[config.mk]
export PLATFORM = sky130hd
export DESIGN_NAME = free_list
export DESIGN_NICKNAME = d
export VERILOG_FILES = /design/src/rtl/rv32i_types.sv /design/src/rtl/free_list.sv
export SDC_FILE = /design/constraint.sdc
export NUM_CORES = 1
export LEC_CHECK = 0
export CAP_MARGIN = 40
export CORE_MARGIN = 1.5
export CORE_UTILIZATION = 61
export CTS_CLUSTER_DIAMETER = 120
export DETAILED_ROUTE_END_ITERATION = 8
export GPL_TIMING_DRIVEN = 0
export PLACE_DENSITY = 0.79
export SETUP_SLACK_MARGIN = 0.2
export SLEW_MARGIN = 20
export SYNTH_ARGS = -nofsm -noshare
export SYNTH_HDL_FRONTEND = slang
export SYNTH_SLANG_ARGS = --single-unit
[constraint.sdc]
create_clock -name clk -period 22.1 [get_ports clk]
set_input_delay 6.63 -clock clk [delete_from_list [all_inputs] [get_ports clk]]
set_output_delay 6.63 -clock clk [all_outputs]
set_load 0.01 [all_outputs]
[src/rtl/rv32i_types.sv]
// Shared core constants for the rename stage.
package rv32i_types;

    localparam int unsigned PHYS_REGS       = 64;
    localparam int unsigned ARCH_REGS       = 32;
    localparam int unsigned PHYS_WIDTH      = $clog2(PHYS_REGS);
    localparam int unsigned PROCESSOR_WIDTH = 2;
    localparam int unsigned FL_DEPTH        = PHYS_REGS - ARCH_REGS;

endpackage

[src/rtl/free_list.sv]
// Physical register free list: circular buffer with a speculative head,
// a committed head that restores the speculative head on branch flush, and a tail.
module free_list
    import rv32i_types::*;
(
    input  logic                              clk,
    input  logic                              rst,
    input  logic [PROCESSOR_WIDTH-1:0]        alloc_en,
    input  logic                              stall_dispatch,
    output logic [PHYS_WIDTH-1:0]             free_paddr [PROCESSOR_WIDTH],
    output logic [PROCESSOR_WIDTH-1:0]        free_valid,
    input  logic [PROCESSOR_WIDTH-1:0]        commit_en,
    input  logic [PHYS_WIDTH-1:0]             commit_old_paddr [PROCESSOR_WIDTH],
    input  logic                              br_flush,
    output logic [$clog2(FL_DEPTH+1)-1:0]     free_count
);

    localparam int unsigned IDX_W  = $clog2(FL_DEPTH);
    localparam int unsigned CNT_W  = $clog2(FL_DEPTH + 1);
    localparam int unsigned LANE_W = $clog2(PROCESSOR_WIDTH + 1);

    logic [PHYS_WIDTH-1:0]      mem_q [FL_DEPTH];
    logic [IDX_W:0]             head_q, head_d;
    logic [IDX_W:0]             arch_head_q, arch_head_d;
    logic [IDX_W:0]             tail_q, tail_d;
    logic [PROCESSOR_WIDTH-1:0] alloc_eff;
    logic [LANE_W-1:0]          n_alloc, n_commit;
    logic [IDX_W-1:0]           wr_idx [PROCESSOR_WIDTH];

    function automatic logic [IDX_W:0] idx_sum(input logic [IDX_W-1:0] idx,
                                               input logic [LANE_W-1:0] n);
        return {1'b0, idx} + (IDX_W+1)'(n);
    endfunction

    function automatic logic [IDX_W-1:0] idx_add(input logic [IDX_W-1:0] idx,
                                                 input logic [LANE_W-1:0] n);
        logic [IDX_W:0] s;
        s = idx_sum(idx, n);
        if (s >= (IDX_W+1)'(FL_DEPTH)) s = s - (IDX_W+1)'(FL_DEPTH);
        return s[IDX_W-1:0];
    endfunction

    // Advance a wrap-tagged pointer; the wrap bit flips when the index rolls over.
    function automatic logic [IDX_W:0] ptr_add(input logic [IDX_W:0]    p,
                                               input logic [LANE_W-1:0] n);
        logic wrap_flip;
        wrap_flip = idx_sum(p[IDX_W-1:0], n) >= (IDX_W+1)'(FL_DEPTH);
        return {p[IDX_W] ^ wrap_flip, idx_add(p[IDX_W-1:0], n)};
    endfunction

    function automatic logic [LANE_W-1:0] popcount(input logic [PROCESSOR_WIDTH-1:0] v);
        logic [LANE_W-1:0] c;
        c = '0;
        for (int i = 0; i < int'(PROCESSOR_WIDTH); i++) c = c + LANE_W'(v[i]);
        return c;
    endfunction

    function automatic logic [CNT_W-1:0] ptr_dist(input logic [IDX_W:0] t,
                                                  input logic [IDX_W:0] h);
        if (t[IDX_W] == h[IDX_W])
            return CNT_W'(t[IDX_W-1:0]) - CNT_W'(h[IDX_W-1:0]);
        else
            return CNT_W'(FL_DEPTH) - CNT_W'(h[IDX_W-1:0]) + CNT_W'(t[IDX_W-1:0]);
    endfunction

    // Offered registers come straight from registered state; freed entries show up next cycle.
    always_comb begin
        free_count = ptr_dist(tail_q, head_q);
        for (int w = 0; w < int'(PROCESSOR_WIDTH); w++) begin
            free_valid[w] = free_count > CNT_W'(w);
            free_paddr[w] = mem_q[idx_add(head_q[IDX_W-1:0], LANE_W'(w))];
        end
    end

    always_comb begin
        n_commit = '0;
        for (int w = 0; w < int'(PROCESSOR_WIDTH); w++) begin
            alloc_eff[w] = alloc_en[w] & ~stall_dispatch & ~br_flush;
            wr_idx[w]    = idx_add(tail_q[IDX_W-1:0], n_commit);
            n_commit     = n_commit + LANE_W'(commit_en[w]);
        end
        n_alloc     = popcount(alloc_eff);
        tail_d      = ptr_add(tail_q, n_commit);
        arch_head_d = ptr_add(arch_head_q, n_commit);
        head_d      = br_flush ? arch_head_d : ptr_add(head_q, n_alloc);
    end

    always_ff @(posedge clk or posedge rst) begin
        if (rst) begin
            head_q      <= '0;
            arch_head_q <= '0;
            tail_q      <= {1'b1, IDX_W'(0)};
            for (int i = 0; i < int'(FL_DEPTH); i++)
                mem_q[i] <= PHYS_WIDTH'(ARCH_REGS + 32'(i));
        end else begin
            head_q      <= head_d;
            arch_head_q <= arch_head_d;
            tail_q      <= tail_d;
            for (int w = 0; w < int'(PROCESSOR_WIDTH); w++)
                if (commit_en[w]) mem_q[wr_idx[w]] <= commit_old_paddr[w];
        end
    end

    for (genvar w = 1; w < int'(PROCESSOR_WIDTH); w++) begin : g_lane_order
        a_in_order: assert property (@(posedge clk) disable iff (rst)
            !(alloc_en[w] && !alloc_en[w-1]))
            else $error("free_list: lane %0d allocates while lane %0d does not", w, w-1);
    end

    for (genvar w = 0; w < int'(PROCESSOR_WIDTH); w++) begin : g_lane_valid
        a_alloc_valid: assert property (@(posedge clk) disable iff (rst)
            alloc_eff[w] |-> free_valid[w])
            else $error("free_list: lane %0d allocates an invalid entry", w);
    end

    a_no_overflow: assert property (@(posedge clk) disable iff (rst)
        free_count <= CNT_W'(FL_DEPTH))
        else $error("free_list: free_count exceeds depth");

endmodule

Yosys cells after proc, flatten, opt, wreduce, memory -nomap -nowiden
Index checks and enable logic that the tools add are counted.
{"block": "op_classes", "add_sub_neg": 17, "n_lt_le_gt_ge": 15, "n_eq_ne": 1, "n_mux": 23, "bitwise_logic": 13, "reduce_logical": 2}
{"operator": "bitwise mux 192 bit", "n": 2}
{"operator": "2-to-1 mux 192 bit", "n": 2}
{"operator": "binary-select mux 6 bit (select 5 bit)", "n": 2}
{"operator": "demux 6 bit (select 5 bit)", "n": 2}
{"operator": "greater-or-equal comparator 6 bit (second input constant)", "n": 9}
{"operator": "2-to-1 mux 6 bit", "n": 8}
{"operator": "2-to-1 mux 5 bit", "n": 7}
{"operator": "subtractor 5 x 1 -> 5 bit (second input constant)", "n": 7}
{"operator": "NOT 5 -> 6 bit", "n": 4}
{"operator": "adder 5 x 2 -> 6 bit", "n": 3}
{"operator": "greater-or-equal comparator 5 x 6 -> 1 bit (second input constant)", "n": 2}
{"operator": "> comparator 6 x 1 -> 1 bit (second input constant)", "n": 2}
{"operator": "< comparator 6 x 1 -> 1 bit (second input constant)", "n": 2}
{"operator": "adder 5 x 1 -> 6 bit", "n": 1}
{"operator": "adder 5 x 1 -> 6 bit (second input constant)", "n": 1}
{"operator": "adder 6 x 5 -> 6 bit", "n": 1}
{"operator": "subtractor 5 x 5 -> 6 bit", "n": 1}
{"operator": "subtractor 6 x 5 -> 6 bit (first input constant)", "n": 1}
{"operator": "adder 1 x 1 -> 2 bit", "n": 2}
{"operator": "bitwise AND 1 bit", "n": 4}
{"operator": "bitwise XOR 1 bit", "n": 3}
{"operator": "logical AND 1 bit", "n": 2}
{"operator": "NOT 1 bit", "n": 2}
{"operator": "== test 1 bit", "n": 1}
{"block": "totals", "register_bits": 210, "inputBits": 20, "output_inout_bits": 20, "word_cells": 106}

Longest topological paths before layout
Gate-level depths: netlist of the first run.
{"block": "depth", "depth_word": 11, "mapped_depth": 9, "ltp_nobuf": 8}

Worst setup path before layout of the first run
OpenSTA, ideal clock, no wires.
{"block": "synth_timing", "kind": "register to output", "start": "register head_q[1]", "end": "output port free_valid[0]", "arrival_ns": 2.299, "required_ns": 15.470, "slack_ns": 13.171, "stages_incl_launch_ff": 8, "path_buffers": 1, "path_cell_list": "dfrtp_1 > buf_2 > inv_1 > ha_1 > nor2b_1 > o31a_1 > a311o_1 > or4_1"}
{"block": "synth_between", "elab_chain_len": 4, "elab_cells_between_ends": 5, "classes_between": "add/sub: 3; order compare: 1; mux: 1"}
{"item": "start: declaration", "line": "free_list.sv:23", "rtl": "logic [IDX_W:0] head_q, head_d;"}
{"item": "start signal: assignment", "line": "free_list.sv:90", "rtl": "head_q <= '0;"}
{"item": "start signal: assignment", "line": "free_list.sv:96", "rtl": "head_q <= head_d;"}
{"item": "subtractor 6 x 5 -> 6 bit", "line": "free_list.sv:63", "rtl": "return CNT_W'(FL_DEPTH) - CNT_W'(h[IDX_W-1:0]) + CNT_W'(t[IDX_W-1:0]);"}
{"item": "adder 6 x 5 -> 6 bit", "line": "free_list.sv:63"}
{"item": "2-to-1 mux 6 bit (*)", "line": "free_list.sv:60", "rtl": "if (t[IDX_W] == h[IDX_W])"}
{"item": "via free_count[5]", "line": "free_list.sv:15", "rtl": "output logic [$clog2(FL_DEPTH+1)-1:0] free_count"}
{"item": "> comparator 6 x 1 -> 1 bit (*)", "line": "free_list.sv:70", "rtl": "free_valid[w] = free_count > CNT_W'(w);"}
{"item": "end: declaration", "line": "free_list.sv:11", "rtl": "output logic [PROCESSOR_WIDTH-1:0] free_valid,"}
Mark *: on every way through the listed nets, which the timed path passes. The rest lies on a longest branch.

==> summary.md, run 1 <==
| Metric | Value |
|---|---|
| Leak pwr | `6.45 nW` |
| RSZ-0062 raised after global routing | `no` |
| Placed Instances | `1558` |
| Path type of the worst setup path | `reg2out` |
| Sequential element share of the synthesized area | `0.378` |
| Arr. time, crit path | `3780 ps` |
| CP required | `15470 ps` |
| Hold path depth | `1` |
| Critical Path Start Type | `flop` |
| Layout cells sized above 1 | `0.424` |
| Die ar. | `24400 um^2` |
| Worst slew margin | `0.445` |
| Synth area leaders | `dfstp_2 (21%), mux2_2 (20%), dfrtp_1 (17%)` |
| Starting DRC count in detailed routing | `1233` |
| Antenna viol nets, final | `0` |
| Total number of vias | `10900` |
| Post-DR wirelength/cell | `27.8 um` |
| Dpl hpwl | `32600 um` |
| Crit path launch | `head_q[1]` |
| CTS sink count | `210` |
| Finished Layout Cells | `1603` |
| Syn. warnings | `0` |
| CP Cell Sequence | `ha_1, buf_2, buf_4, mux4_2, mux2i_1, a221oi_1, clkdlybuf4s50_1` |
| CTS tree | `yes` |
| Largest stage delay on the critical path | `650 ps` |
| Skew final | `24.3 ps` |
| Fill count | `1700` |
| PwrDens | `184 nW/um^2` |
| First-pass GRT wire length | `67000 um` |
| Antenna violations before repair | `1` |
| Worst-path fanout max | `10` |
| Post-synth top area share | `0.208` |
| Clock-pin transition on the worst setup and hold timing paths | `60 ps` |
| Port Buffers | `38` |
| Synthesized net count | `1241` |
| Largest net degree at the start of global routing | `98` |
| FFs w/ async S/R, synth | `1.00` |
| I/O pin total | `40` |
| Count of pins over their slew limit | `0` |
| Overall power | `2.93 mW` |
| Commonest cells post-synth | `mux2_2 (248), mux2i_1 (132), dfstp_2 (113)` |
| Yosys reg bits | `210` |
| Routed WL | `44600 um` |
| Crit share post-route | `0.471` |
| Root Driver | `clkbuf_16` |
| Achievable frequency | `96.1 MHz` |
| PostCTS Resize Cnt | `0` |
| Initial Util | `0.626` |
| Reg2reg end | `mem_q[178]` |
| Max cap viols | `0` |
| Clock Path Buffers | `3` |
| Worst slew pin tran | `829 ps` |
| Cell Rows | `55` |
| Clock period minus worst slack | `10410 ps` |
| Total GRT Usage | `0.376` |
| Synth area leader | `dfstp_2` |
| Gpl congestion | `1.02` |
| ANT cells | `0` |
| # Post-CTS Setup Buffers | `0` |
| Min-delay src | `arch_head_q[5]` |
| Worst Setup End Kind | `primary output` |
| CP max stage cell | `clkdlybuf4s50_1` |
| Most frequent cell after synthesis | `mux2_2` |
| Syn Area/Cell | `11.9 um^2` |
| Die width | `156 um` |
| Netlist cell types | `58` |
| Mapped cell area | `14300 um^2` |
| Overflow after GRT | `0` |
| Ys flop type | `dfstp_2` |
| DRC Markers | `0` |
| Syn Inst Count | `1203` |
| Vias in the first global route | `10900` |
| Post-synth EDFFs | `0` |
| Vias/cell | `6.78` |
| CORE AREA | `22800 um^2` |
| DR pass1 iterations | `6` |
| Setup violators final | `0` |
| Hold Crit Endpoint | `arch_head_q[5]` |
| Cts hold-fix bufs | `0` |
| Final Hold Fails | `0` |
| Syn-to-layout area delta | `11.5%` |
| CTS Buf Count | `24` |
| Layout Nets | `1310` |
| H-tree Lvls | `1` |
| Min-Delay Path Class | `reg2reg` |
| Max VDD drop | `100 uV` |
| Setup_tns | `0 ps` |
| Chip Height | `156 um` |
| Outcome | `complete, no violations` |
| R2R depth | `8` |
| Reg2Reg Setup Slack | `19170 ps` |
| Worst-skew pair later-pin latency | `550 ps` |
| R2R Path Start | `tail_q[0]` |
kinds of logic (layout without fill, tap and decap cells):
kind of cell / Yosys count / in the layout / synth area share
DFF: 210 / 210 / 0.378
and+or+nand+nor: 241 / 241 / 0.0810
xor gates and xnor gates: 17 / 17 / 0.0104
buffers and inverters: 107 / 194 / 0.0334
adders and majority gates: 18 / 18 / 0.0179
AOI/OAI and AO/OA: 143 / 143 / 0.0619
muxes: 467 / 467 / 0.418
through the flow:
stage	worst slack, ps	hold slack [ps]	utilization	instance area (um^2)
after detailed placement	12300	457	0.663	15100
final	11690	464	0.697	15900
after floorplan	9920	432	-	14300
after global routing	11610	482	0.697	15900
after global placement	6940	446	0.659	15100
after CTS	11730	466	0.697	15900
power by group:
group	switching, mW	internal [mW]	total (mW)	leakage (nW)
logic	0.848	0.857	1.70	3.70
clock network	0.169	0.233	0.402	0.383
registers	0.170	0.652	0.822	2.37
total	1.19	1.74	2.93	6.45
cells in the final DEF, fill, tap and decap left out, types with 5 or more instances in the layout:
master,n
buf_4,5
buf_6,5
mux4_2,78
mux2i_1,132
clkbuf_16,24
nor2_1,72
a22oi_1,18
a221oi_1,6
nand3_1,38
xor2_1,7
o22ai_1,8
nor3_1,5
xnor2_1,10
dfstp_2,113
o21ai_0,29
ha_1,14
dfrtp_1,97
a21oi_1,57
mux2_2,248
buf_2,22
mux2_1,9
nand2_1,77
inv_1,14
and3_1,6
nor2_2,16
clkbuf_1,60
clkdlybuf4s50_1,38
clkbuf_8,6
sequential cells by signal, summed over array words and instances (netlist names):
name,flops
mem_q,192
head_q,6
arch_head_q,6
tail_q,6
worst max-delay path: cells and delay by family (launching register included):
kind,cells,cell delay (ps)
compound gates,1,550
mux,2,390
buf+inv,3,1470
flops,1,480
fa+ha+maj,1,350
worst max-delay path by stage:
stage,endpoint,slack (ps)
3_3_place_gp,mem_q[51],6940
2_1_floorplan,arch_head_q[0],9920
3_5_place_dp,free_paddr[0],12300
5_1_grt,free_paddr[0],11610
4_1_cts,free_paddr[0],11730
6_report,free_paddr[0],11690
routing by layer:
layer	vias to the layer above	part of all wire	track usage
met1	5489	0.39	0.515
met4	2	0.045	0.151
met5	-	0.00018	0
met3	137	0.11	0.0947
li1	4625	-	-
met2	621	0.45	0.576
cell type report:
type	count	area (um^2)	area share
multi-input cells	886	8420	0.528
flip-flops and latches	210	5400	0.339
clock buffers	36	706	0.0443
repair buffers	43	457	0.0287
plain buffers	89	410	0.0258
well taps	313	392	0.0246
clock inverters	8	81.3	0.00510
inverters	18	75.1	0.00471
(Power assumes the default switching activity.)
==> run 2, diff against run 1 <==
Clock period 22.1 ns to 10.88 ns, I/O delays scaled along.
==> results of run 2 <==
Same layout as run 1 (identical final DEF). Status: complete, no violations.
Among the figures that moved: setup slack after placement 12300 ps -> 4450 ps; setup slack after layout 11690 ps -> 3840 ps; register-to-register setup slack 19170 ps -> 7950 ps; total power 2.93 mW -> 5.95 mW; worst IR drop on VDD 100 uV -> 203 uV
